`config.mk`:
```
export PLATFORM = sky130hd
export DESIGN_NAME = rd_readout_ctrl
export DESIGN_NICKNAME = d
export VERILOG_FILES = /design/src/rtl/rd_readout_ctrl.sv
export SDC_FILE = /design/constraint.sdc
export NUM_CORES = 1
export LEC_CHECK = 0
export CAP_MARGIN = 25
export CORE_ASPECT_RATIO = 0.7
export CORE_MARGIN = 2
export CORE_UTILIZATION = 49
export CTS_CLUSTER_SIZE = 10
export DETAILED_ROUTE_END_ITERATION = 8
export GPL_TIMING_DRIVEN = 1
export PLACE_DENSITY = 0.86
export SLEW_MARGIN = 30
export SYNTH_ARGS = -nofsm -noshare
export SYNTH_HDL_FRONTEND = slang
export SYNTH_SLANG_ARGS = --single-unit
```
`constraint.sdc`:
```
create_clock -name CLK120 -period 2.8 [get_ports CLK120]
set_input_delay 0.42 -clock CLK120 [delete_from_list [all_inputs] [get_ports CLK120]]
set_output_delay 0.42 -clock CLK120 [all_outputs]
set_load 0.005 [all_outputs]
```
`src/rtl/rd_readout_ctrl.sv`:
```
// RD buffer readout controller.
// Accepts a readout request for one of four RD buffers, waits a bounded time
// while the buffer is busy, then streams a header word plus the buffer's data
// words through a small first-word-fall-through skid FIFO. It finishes by
// pulsing a clear of the buffer's full flag and reporting a result code.
module rd_readout_ctrl #(
    parameter int NWORDS     = 2048,
    parameter int WAIT_MAX   = 1200,
    parameter int MEM_LAT    = 2,
    parameter int FIFO_DEPTH = 4
) (
    input  logic        CLK120,
    input  logic        RST,
    input  logic        READ_REQ,
    input  logic [1:0]  BUF_RNUM,
    input  logic [3:0]  RD_BUF_FULL,
    input  logic [3:0]  RD_BUF_BUSY,
    input  logic [3:0]  RD_PARITY0,
    input  logic [3:0]  RD_PARITY1,
    input  logic [3:0]  RD_TIMEOUT,
    output logic [14:0] MEM_ADDR,
    output logic        MEM_RD,
    input  logic [31:0] MEM_DATA,
    output logic [31:0] DOUT,
    output logic        DOUT_VALID,
    input  logic        DOUT_READY,
    output logic        CLR_FULL,
    output logic [1:0]  CLR_BUF,
    output logic        DONE,
    output logic [1:0]  RESULT,
    output logic        BUSY
);

    localparam int IDX_W  = $clog2(NWORDS);
    localparam int WCNT_W = $clog2(WAIT_MAX + 1);
    localparam int PTR_W  = (FIFO_DEPTH > 1) ? $clog2(FIFO_DEPTH) : 1;
    localparam int CNT_W  = $clog2(FIFO_DEPTH + 1);

    typedef enum logic [2:0] {
        S_IDLE,
        S_CHECK,
        S_WAIT,
        S_HEADER,
        S_STREAM,
        S_DRAIN,
        S_CLEAR,
        S_FINISH
    } state_t;

    state_t              state, state_nx;
    logic [1:0]          buf_sel, buf_nx;
    logic [WCNT_W-1:0]   wait_cnt, wait_nx;
    logic [IDX_W-1:0]    idx, idx_nx;
    logic [1:0]          result, result_nx;

    // One bit per cycle of memory latency: bit i set means a read issued
    // i+1 cycles ago; the top bit marks data present on MEM_DATA now.
    logic [MEM_LAT-1:0]  rd_pipe;
    logic [CNT_W-1:0]    in_flight;
    logic [CNT_W:0]      occupancy;

    logic [31:0]         fifo_mem [FIFO_DEPTH];
    logic [PTR_W-1:0]    wptr, rptr;
    logic [CNT_W-1:0]    fifo_cnt;

    logic                hdr_push, ret_push, push, pop, issue;
    logic [31:0]         header, push_data;
    logic                busy_b, full_b;

    assign busy_b = RD_BUF_BUSY[buf_sel];
    assign full_b = RD_BUF_FULL[buf_sel];

    assign header = {4'hA, buf_sel, RD_PARITY0[buf_sel], RD_PARITY1[buf_sel],
                     RD_TIMEOUT[buf_sel], 7'd0, 16'(NWORDS)};

    // Count reads whose data has not yet landed in the FIFO.
    always_comb begin
        in_flight = '0;
        for (int i = 0; i < MEM_LAT; i++) begin
            in_flight = in_flight + CNT_W'(rd_pipe[i]);
        end
        occupancy = {1'b0, fifo_cnt} + {1'b0, in_flight};
    end

    // Next-state and control decisions for the readout sequence.
    always_comb begin
        state_nx  = state;
        buf_nx    = buf_sel;
        wait_nx   = wait_cnt;
        idx_nx    = idx;
        result_nx = result;
        hdr_push  = 1'b0;
        issue     = 1'b0;
        case (state)
            S_IDLE: begin
                if (READ_REQ) begin
                    buf_nx   = BUF_RNUM;
                    state_nx = S_CHECK;
                end
            end
            S_CHECK: begin
                if (busy_b) begin
                    wait_nx  = WCNT_W'(WAIT_MAX);
                    state_nx = S_WAIT;
                end else if (full_b) begin
                    state_nx = S_HEADER;
                end else begin
                    result_nx = 2'd1;
                    state_nx  = S_FINISH;
                end
            end
            S_WAIT: begin
                if (!busy_b && full_b) begin
                    state_nx = S_HEADER;
                end else if (!busy_b) begin
                    result_nx = 2'd1;
                    state_nx  = S_FINISH;
                end else if (wait_cnt == '0) begin
                    result_nx = 2'd2;
                    state_nx  = S_FINISH;
                end else begin
                    wait_nx = wait_cnt - WCNT_W'(1);
                end
            end
            S_HEADER: begin
                hdr_push = 1'b1;
                idx_nx   = '0;
                state_nx = S_STREAM;
            end
            S_STREAM: begin
                // Only issue when every outstanding word has a FIFO slot.
                if (occupancy < (CNT_W + 1)'(FIFO_DEPTH)) begin
                    issue = 1'b1;
                    if (idx == IDX_W'(NWORDS - 1)) begin
                        state_nx = S_DRAIN;
                    end else begin
                        idx_nx = idx + IDX_W'(1);
                    end
                end
            end
            S_DRAIN: begin
                if (in_flight == '0 && fifo_cnt == '0) begin
                    state_nx = S_CLEAR;
                end
            end
            S_CLEAR: begin
                result_nx = 2'd0;
                state_nx  = S_FINISH;
            end
            S_FINISH: begin
                state_nx = S_IDLE;
            end
            default: begin
                state_nx = S_IDLE;
            end
        endcase
    end

    // Control state registers.
    always_ff @(posedge CLK120 or posedge RST) begin
        if (RST) begin
            state    <= S_IDLE;
            buf_sel  <= '0;
            wait_cnt <= '0;
            idx      <= '0;
            result   <= '0;
        end else begin
            state    <= state_nx;
            buf_sel  <= buf_nx;
            wait_cnt <= wait_nx;
            idx      <= idx_nx;
            result   <= result_nx;
        end
    end

    assign ret_push  = rd_pipe[MEM_LAT-1];
    assign push      = hdr_push | ret_push;
    assign push_data = hdr_push ? header : MEM_DATA;
    assign pop       = DOUT_VALID & DOUT_READY;

    // Read-latency tracker and FIFO pointers/occupancy.
    always_ff @(posedge CLK120 or posedge RST) begin
        if (RST) begin
            rd_pipe  <= '0;
            wptr     <= '0;
            rptr     <= '0;
            fifo_cnt <= '0;
        end else begin
            rd_pipe[0] <= issue;
            for (int i = 1; i < MEM_LAT; i++) begin
                rd_pipe[i] <= rd_pipe[i-1];
            end
            if (push) begin
                wptr <= (wptr == PTR_W'(FIFO_DEPTH - 1)) ? '0 : wptr + PTR_W'(1);
            end
            if (pop) begin
                rptr <= (rptr == PTR_W'(FIFO_DEPTH - 1)) ? '0 : rptr + PTR_W'(1);
            end
            case ({push, pop})
                2'b10:   fifo_cnt <= fifo_cnt + CNT_W'(1);
                2'b01:   fifo_cnt <= fifo_cnt - CNT_W'(1);
                default: fifo_cnt <= fifo_cnt;
            endcase
        end
    end

    // FIFO storage; contents are qualified by the count, so no reset needed.
    always_ff @(posedge CLK120) begin
        if (push) begin
            fifo_mem[wptr] <= push_data;
        end
    end

    assign MEM_RD     = issue;
    assign MEM_ADDR   = issue ? {buf_sel, 13'({idx, 2'b00})} : 15'd0;
    assign DOUT_VALID = (fifo_cnt != '0);
    assign DOUT       = DOUT_VALID ? fifo_mem[rptr] : 32'd0;
    assign CLR_FULL   = (state == S_CLEAR);
    assign CLR_BUF    = CLR_FULL ? buf_sel : 2'd0;
    assign DONE       = (state == S_FINISH);
    assign RESULT     = result;
    assign BUSY       = (state != S_IDLE);

endmodule

```
==> out/results.ini <==
[run_status]
status=finished, final reports clean

[layout]
diodes=0
drive_gt1_share_pct=18.2
fin_area_um2=9610
final_nets=705
layout_common_cells=128 x edfxtp_1, 98 x clkdlybuf4s50_1, 58 x and2_1
area_delta_synth_final_pct=28.4
layout.cells.non_filler=842
final_common_cell=edfxtp_1

[timing]
worst_slew_pin_slew_ns=0.688
finalClockSkew_ns=0.0101
rsz0062_at_grt=false
hold_slack_ns=0.445
slew_headroom_pct=52.9
setup-violations-final=0
finalMaxSlewViolations=0
fmax_ghz=0.369
post-route-period-util_pct=96.7
finalWorstSetupSlack_ns=0.0927
fin_crit_ns=2.71
hold_viol=0

[placed_design]
routabilityCongestion=0.860
dpl_cell_area_um2=8950
placed_cells=802
portBuffers=111
hpwl_um=10800
preCtsSetupSlack_ns=0.330

[clocking]
clk-insertion-delay-late_ns=0.42
path_clk_slew_ns=0.07
hold_buffers=0
cts_made_buffers=17
cts_buffer_depth=2
htreeDepth=4
cts-root-buf=clkbuf_16
tritoncts=done
clock_sinks=166

[logic_synthesis]
ys_seq_area_share_pct=64.0
synth_warnings=0
synth_flop_cell=edfxtp_1
synth-async-reset-ratio_pct=22.9
yosysUniqueCellTypes=56
synth_top_area_share_pct=51.3
synth_area_leaders=edfxtp_1 51%, dfrtp_1 13%, mux4_2 11%, and2_1 4.8%, ha_1 2.0%
ys_ff_latch=166
avgSynthCellArea_um2=14.9
netlist_area_um2=7490
synth_edf_count=128
postSynthCellCount=502
yosysTopAreaCell=edfxtp_1

[global_route]
grt_overflow=0
grt_first_pass_wirelength_um=25900
track_usage_pct=21.2
antenna_found_initial=0
grt_max_degree=39
grt_pass1_vias=4932

[worst_setup_path]
r2r_slack_ns=0.34
cp.arrival_ns=2.29
cp-start-kind=flip-flop
path_class=reg2out
cp-end-kind=output port
path_max_fanout=3
rr_worst_depth=11
cp.required_ns=2.38

[flow_run]
maxCapViolations=0

[pwr]
sw_frac_of_total_pct=31.5
sequentialPowerShare_pct=37.6
ir_worst_vdd_mv=0.582
switching_power_w=0.00296
power.internal_w=0.00645
p_leak_nw=3.57
p_clk_share_pct=23.7
p_comb_share_pct=38.7
power_density_nw_per_um2=979

[floorplanning]
initial_core_util_pct=50.5
dieWidth_um=152
core-area_um2=14800
chipHeight_um=107
boundaryPins=114
rows=37
fp.dieArea_um2=16300

[drt]
dr_total_vias=4670
ant_nets=0
route.detailed.wl_per_inst_um=19.3
wl_um=16200
first_pass_iters=5
vias_per_cell=5.55
drc=0
first_iter_violations=483

[worst_hold_path]
worstHoldPathType=in2async

[per-layer routing]
metal / up-vias / wire length, um / GRT usage [%]
met5: - / 0 / 0
met4: 0 / 296 / 6.55
met3: 24 / 864 / 4.66
met2: 159 / 8180 / 35.0
met1: 2342 / 6890 / 28.5
li1: 2145 / - / -
[area by class of cell]
cell class | count | area, um2
Clock buffer | 17 | 425
Clock inverter | 15 | 145
Fill cell | 1059 | 5200
Inverter | 16 | 60.1
Multi-Input combinational cell | 296 | 2600
Sequential cell | 166 | 4800
Tap cell | 195 | 244
Timing Repair Buffer | 137 | 1350
[cell usage after synthesis (4+ instances only)]
cell      count
o21ai_0       4
nand2b_1      6
edfxtp_1    128
or3_1         4
dfrtp_1      38
ha_1         12
nor3b_1       4
mux2_2        4
xnor2_1      10
xor2_1        7
mux4_2       37
buf_2         5
clkbuf_1     16
inv_1        15
nor2_1       24
o21ai_1       4
a21oi_1      12
nand2_1      28
nor3_1        7
nor2b_1       7
nand3_1       6
nand4_1       6
and2_1       58
and3_1       18
[final timing paths]
| kind | start | endpoint |
|---|---|---|
| max | rd_pipe[0] | MEM_RD |
| min | RST | buf_sel[0] |
| max reg2reg | rd_pipe[0] | idx[6] |
| min reg2reg | rd_pipe[0] | rd_pipe[1] |
| max in group asynchronous | RST | rptr[0] |
| min in group CLK120 | rd_pipe[0] | rd_pipe[1] |
[critical path: stages (launching register included)]
cell             delay (ns)
dfrtp_1                0.39
ha_2                   0.21
ha_4                   0.23
a311o_1                0.37
nor2_2                 0.13
clkdlybuf4s50_1        0.53
[stage by stage]
step	TNS (ns)	util, %	power [W]
floorplan	-31.62	-	0.00549
CTS	0	64.6	0.00940
detailed placement	0	60.4	0.00705
finish	0	64.9	0.00941
global placement	0	60.4	0.00689
global route	0	64.9	0.00994
[power groups by stage]
stage	sequential, W	combinational [W]	clock, W
final	0.00354	0.00364	0.00223
after global routing	0.00359	0.00397	0.00237
after CTS	0.00353	0.00361	0.00226
after detailed placement	0.00357	0.00348	0
after global placement	0.00353	0.00336	0
after floorplan	0.00339	0.00210	0
[logic make-up after synthesis]
group                    after synthesis  share of synthesized area, %
AND/OR/NAND/NOR                      181                          13.7
flip-flops                           166                          64.0
multiplexers                          42                          11.9
AO/OA/AOI/OAI                         41                          3.73
buffers and inverters                 41                          2.36
XOR/XNOR                              17                          1.99
adder cells (fa/ha/maj)               13                          2.27
other                                  1                        0.0501
[registers in the layout, indices dropped and copies added, names as in the netlist, 3 cells and up]
register,cells
fifo_mem,128
idx,11
wait_cnt,11
fifo_cnt,3
state,3
[repair_timing]
item                                    CTS  global route
resized for setup                        17             6
pin swaps                                 0             2
endpoints found under the setup margin   14            23
cloned                                    1             0
setup buffers                             5             2
Note: power is estimated with default switching activity, not from simulation.
